### src/rtl/imm_gen_pipe.sv
// Pipelined RV32I/RV64I immediate generator with valid/ready handshakes and a
// two-entry (main + skid) output buffer that sustains one word per cycle.
module imm_gen_pipe #(
    parameter int XLEN  = 32,
    parameter int CNT_W = 8
) (
    input  logic             clk,
    input  logic             reset,
    input  logic             flush,
    input  logic             in_valid,
    output logic             in_ready,
    input  logic [31:0]      in_inst,
    output logic             out_valid,
    input  logic             out_ready,
    output logic [XLEN-1:0]  out_imm,
    output logic [2:0]       out_fmt,
    output logic             out_illegal,
    output logic [CNT_W-1:0] illegal_cnt
);

    localparam logic [2:0] FMT_NONE = 3'd0;
    localparam logic [2:0] FMT_I    = 3'd1;
    localparam logic [2:0] FMT_S    = 3'd2;
    localparam logic [2:0] FMT_B    = 3'd3;
    localparam logic [2:0] FMT_U    = 3'd4;
    localparam logic [2:0] FMT_J    = 3'd5;
    localparam logic [CNT_W-1:0] CNT_MAX = {CNT_W{1'b1}};

    typedef struct packed {
        logic [XLEN-1:0] imm;
        logic [2:0]      fmt;
        logic            illegal;
    } entry_t;

    // Every immediate is first assembled as a 32-bit value whose bit 31 is
    // inst[31], so a single signed widening covers both XLEN choices.
    function automatic entry_t decode(input logic [31:0] inst);
        entry_t      e;
        logic [31:0] imm32;
        e       = '0;
        imm32   = 32'd0;
        e.fmt   = FMT_NONE;
        case (inst[6:0])
            7'b0000011, 7'b0010011, 7'b1100111: begin
                imm32 = {{20{inst[31]}}, inst[31:20]};
                e.fmt = FMT_I;
            end
            7'b0100011: begin
                imm32 = {{20{inst[31]}}, inst[31:25], inst[11:7]};
                e.fmt = FMT_S;
            end
            7'b1100011: begin
                imm32 = {{19{inst[31]}}, inst[31], inst[7], inst[30:25], inst[11:8], 1'b0};
                e.fmt = FMT_B;
            end
            7'b0110111, 7'b0010111: begin
                imm32 = {inst[31:12], 12'b0};
                e.fmt = FMT_U;
            end
            7'b1101111: begin
                imm32 = {{11{inst[31]}}, inst[31], inst[19:12], inst[20], inst[30:21], 1'b0};
                e.fmt = FMT_J;
            end
            default: begin
                e.illegal = 1'b1;
            end
        endcase
        e.imm = XLEN'(signed'(imm32));
        return e;
    endfunction

    entry_t           m_q, m_d, k_q, k_d, dec_s;
    logic             m_valid_q, m_valid_d, k_valid_q, k_valid_d;
    logic             in_ready_q, in_ready_d;
    logic [CNT_W-1:0] cnt_q, cnt_d;
    logic             accept_s, xfer_s, m_free_s;

    assign accept_s = in_valid && in_ready_q && !flush;
    assign xfer_s   = m_valid_q && out_ready;
    assign m_free_s = !m_valid_q || xfer_s;

    // Next-state for the main/skid entries, the registered ready and the counter.
    always_comb begin
        dec_s     = decode(in_inst);
        m_d       = m_q;
        k_d       = k_q;
        m_valid_d = m_valid_q;
        k_valid_d = k_valid_q;
        cnt_d     = cnt_q;
        if (flush) begin
            m_valid_d = 1'b0;
            k_valid_d = 1'b0;
        end else begin
            if (k_valid_q) begin
                if (xfer_s) begin
                    m_d       = k_q;
                    m_valid_d = 1'b1;
                    if (accept_s) begin
                        k_d = dec_s;
                    end else begin
                        k_valid_d = 1'b0;
                    end
                end else begin
                    k_valid_d = 1'b1;
                end
            end else if (accept_s) begin
                if (m_free_s) begin
                    m_d       = dec_s;
                    m_valid_d = 1'b1;
                end else begin
                    k_d       = dec_s;
                    k_valid_d = 1'b1;
                end
            end else if (xfer_s) begin
                m_valid_d = 1'b0;
            end else begin
                m_valid_d = m_valid_q;
            end
            // Flushed words never reach this branch, so they are never counted.
            if (accept_s && dec_s.illegal && (cnt_q != CNT_MAX)) begin
                cnt_d = cnt_q + {{(CNT_W-1){1'b0}}, 1'b1};
            end else begin
                cnt_d = cnt_q;
            end
        end
        in_ready_d = !k_valid_d;
    end

    // State registers with synchronous reset.
    always_ff @(posedge clk) begin
        if (reset) begin
            m_q        <= '0;
            k_q        <= '0;
            m_valid_q  <= 1'b0;
            k_valid_q  <= 1'b0;
            in_ready_q <= 1'b1;
            cnt_q      <= '0;
        end else begin
            m_q        <= m_d;
            k_q        <= k_d;
            m_valid_q  <= m_valid_d;
            k_valid_q  <= k_valid_d;
            in_ready_q <= in_ready_d;
            cnt_q      <= cnt_d;
        end
    end

    assign in_ready    = in_ready_q;
    assign out_valid   = m_valid_q;
    assign out_imm     = m_q.imm;
    assign out_fmt     = m_q.fmt;
    assign out_illegal = m_q.illegal;
    assign illegal_cnt = cnt_q;

endmodule

### config.mk
export PLATFORM = sky130hd
export DESIGN_NAME = imm_gen_pipe
export DESIGN_NICKNAME = d
export VERILOG_FILES = /design/src/rtl/imm_gen_pipe.sv
export SDC_FILE = /design/constraint.sdc
export NUM_CORES = 1
export LEC_CHECK = 0
export BUFFER_PORTS_ARGS = -buffer_cell sky130_fd_sc_hd__clkbuf_2
export CORE_MARGIN = 3
export CORE_UTILIZATION = 45
export DETAILED_ROUTE_END_ITERATION = 12
export GPL_TIMING_DRIVEN = 1
export PLACE_DENSITY_LB_ADDON = 0.15
export SLEW_MARGIN = 20
export SYNTH_ARGS = -nofsm -noshare
export SYNTH_HDL_FRONTEND = slang
export SYNTH_SLANG_ARGS = --single-unit
### constraint.sdc
create_clock -name clk -period 1.9 [get_ports clk]
set_input_delay 0.19 -clock clk [delete_from_list [all_inputs] [get_ports clk]]
set_output_delay 0.19 -clock clk [all_outputs]
set_load 0.01 [all_outputs]
==> results.md <==
* Status: finished, final reports clean
* Placement Cell Area at between 4000 and 5000 um2
* # DRC at 0
* RSZ-0062 raised after global routing: true
* Crit path max fanout at 8
* Commonest non-fill, non-tap cells in the layout: dfxtp_1, clkbuf_2, nor2_1, buf_4, nand2_1
* Final layout net count at around 570
* Fraction of layout cells with a size suffix above 1 at 30.1%
* Synth Area per Inst at 9.06 um2
* Largest stage delay, worst path at around 0.61 ns
* Reg-to-reg critical path startpoint: in_ready$_SDFF_PP1_
* WL final at 10400 um
* Cells on worst reg2reg path at 4
* Pins Over Slew Limit at 0
* Number of flops mapped to enable cells by yosys at 0
* Io pins at 83
* Hold path startpoint: in_inst[24]
* First-pass GRT wire length at 17400 um
* Register area share after synthesis at about two fifths
* Yosys warning total at 0
* Iter 0 DRT Violations at 177
* Critical Setup Path Class: reg -> reg
* Post-Syn Nets at 486
* Overall routing resource usage at 21.2%
* DR vias at 3714
* Peak supply drop at 0.502 mV
* Hold Violations, Final at 0
* F_max at 562 MHz
* Internal at 2.52 mW
* Insertion delay to the later sink of the worst-skew pair at 0.35 ns
* CP bufs+invs at 0
* Util after Layout at 56.3%
* Final worst path period need at 1.78 ns
* Crit end category: register
* Clock share of power at 36.8%
* Die Span Y at 101 um
* Die area at 10200 um2
* Avg WL per Cell at between 15 and 20 um
* Synth Instances at 448
* Initial Utilization at between 40% and 50%
* Congestion Overflow GR at 0
* Largest net degree at the start of global routing at 33
* Yosys reg bits at 83
* Routed Antenna Nets at 0
* Distinct cells, synth at 60
* Syn Std Cell Area at 4060 um2
* Leak pwr at approximately 1.8 nW
* Power per Cell Area at approximately 690 nW/um2
* Clk pin slew, worst setup/hold paths at ~0.090 ns
* Combinational power share at a little over a tenth
* Ys flop type: dfxtp_1
* Initial antenna violation count at 0
* Clock sink total at 83
* Root buf cell: clkbuf_8
* Antenna diode count at 0
* Max-Cap Viols at 0
* CTS max path bufs at 2
* Total power at ~3.4 mW
* Tcrit/Tclk final at 93.6%
* CTS Hold Bufs at 0
* # setup viols final at 0
* CP top delay family: compound AO/OA/AOI/OAI gates
* Critical Path Stages at 4
* CP startpoint kind: register
* Slew at the pin with the worst max-slew slack at roughly 0.76 ns
* Htree depth at 3
* Sw Share at 25.9%
* Hold WC Path Type: in -> reg
* DR vias/cell at 5.75
* Area growth, synth to finish at 20.9%
* Critical-path cell list: and3b_1 -> nand3_1 -> a21oi_1 -> a211oi_1
* HPWL after detailed placement at 7530 um
* Crit path launch: in_ready$_SDFF_PP1_
* DIE WIDTH at 101 um
* Placer Congestion at 0.860
* P_sw at roughly 0.88 mW
* Vias in the first global route at between 3000 and 4000
* Clock skew at 0.0119 ns
* CP max-delay cell: a21oi_1
* Slew headroom at 49.5%
* Hold Crit Depth at 3
* Num CTS Buffers at 9
* Finished Layout Cells at 646
* CTS tree: done
* Area of the core at 8720 um2
* Cell area after layout at 4910 um2
* Core Rows at 34
* Placed insts at between 600 and 700
* Ys async rst share at 0%
* TritonRoute pass-1 iters at 5
* Critical Path RT at between 2 and 2.5 ns
* Arrival @ worst endpoint at 1.98 ns
* IO Port Bufs at 82
* Flop pwr share at 52.7%
-- repair_timing --
item	CTS	global route
setup buffers	0	0
setup endpoints to repair	0	27
resized for setup	0	5
-- state kept, by name, indices dropped and copies added, names as in the netlist --
signal and flops:
in_ready 1, illegal_cnt 8, k_q 36, out_imm 32, out_valid 1, out_fmt 3, k_valid_q 1, out_illegal 1
-- cell usage after synthesis, drive strengths merged (2+ instances only) --
cell type,instances,area [um2]
dfxtp,83,1660
nor2,54,203
a211oi,35,318
clkbuf,28,105
nand2,28,105
a21oi,25,129
nand2b,17,106
buf,16,118
nand3b,14,105
nand3,12,60.1
a221o,11,110
a32o,11,110
nor3,11,55.1
a2111oi,10,131
o21ai,10,50.0
nor2b,8,50.1
nor3b,8,60.1
nor4,8,50.1
o211ai,6,45.0
nand4b,5,58.8
a22oi,4,30.0
inv,4,15.0
mux2,4,45.0
or4,4,33.8
o31ai,3,22.5
o32ai,3,63.8
or3,3,18.8
and3,2,12.5
mux2i,2,20.0
o41ai,2,17.5
-- power by group through the flow --
stage,Clock (mW),Sequential (mW),Combinational (mW)
3_5_place_dp,0,1.83,0.356
6_report,1.25,1.79,0.359
3_3_place_gp,0,1.83,0.353
4_1_cts,1.27,1.79,0.357
5_1_grt,1.34,1.80,0.396
2_1_floorplan,0,1.84,0.187
-- worst reg2reg max path: stages (launching register included) --
cell and delay (ns):
dfxtp_1 0.38, and3b_1 0.27, nand3_1 0.20, a21oi_1 0.61, a211oi_1 0.18
-- worst paths after layout --
check                                            end  slack (ns)
worst max-delay path            k_q[20]$_SDFFE_PP0P_        0.12
worst min register to register  k_q[11]$_SDFFE_PP0P_        0.46
worst min-delay path            k_q[28]$_SDFFE_PP0P_        0.13
worst max register to register  k_q[20]$_SDFFE_PP0P_        0.12
-- cell type report --
cell class	instances	area [um2]
Multi-Input combinational cell	317	2180
Sequential cell	83	1660
Inverter	4	15.0
Tap cell	108	135
Clock buffer	11	131
Clock inverter	4	52.6
Fill cell	812	3810
Timing Repair Buffer	119	726
-- metal layers --
layer	global-route usage, %	up-vias	wire [um]
met3	2.77	13	555
li1	-	1847	-
met2	33.7	105	4810
met1	29.7	1749	4920
met4	6.85	0	133
met5	0	-	0
-- logic make-up after synthesis --
logic type | Yosys count | synth area share (%)
simple gates | 182 | 24.3
fa+ha+maj | 1 | 0.308
mux | 6 | 1.60
flops | 83 | 40.9
buf+inv | 48 | 5.86
xor+xnor | 2 | 0.432
compound gates | 126 | 26.5
-- through the flow --
step                      hold WS, ns  setup WS, ns  setup TNS [ns]
after global routing            0.128       -0.0659          -0.643
after detailed placement        0.447        0.0307               0
after global placement          0.438        0.0681               0
final                           0.128         0.122               0
after CTS                       0.111        0.0946               0
after floorplan                 0.269         0.106               0
Power figures use the tool's default switching activity.
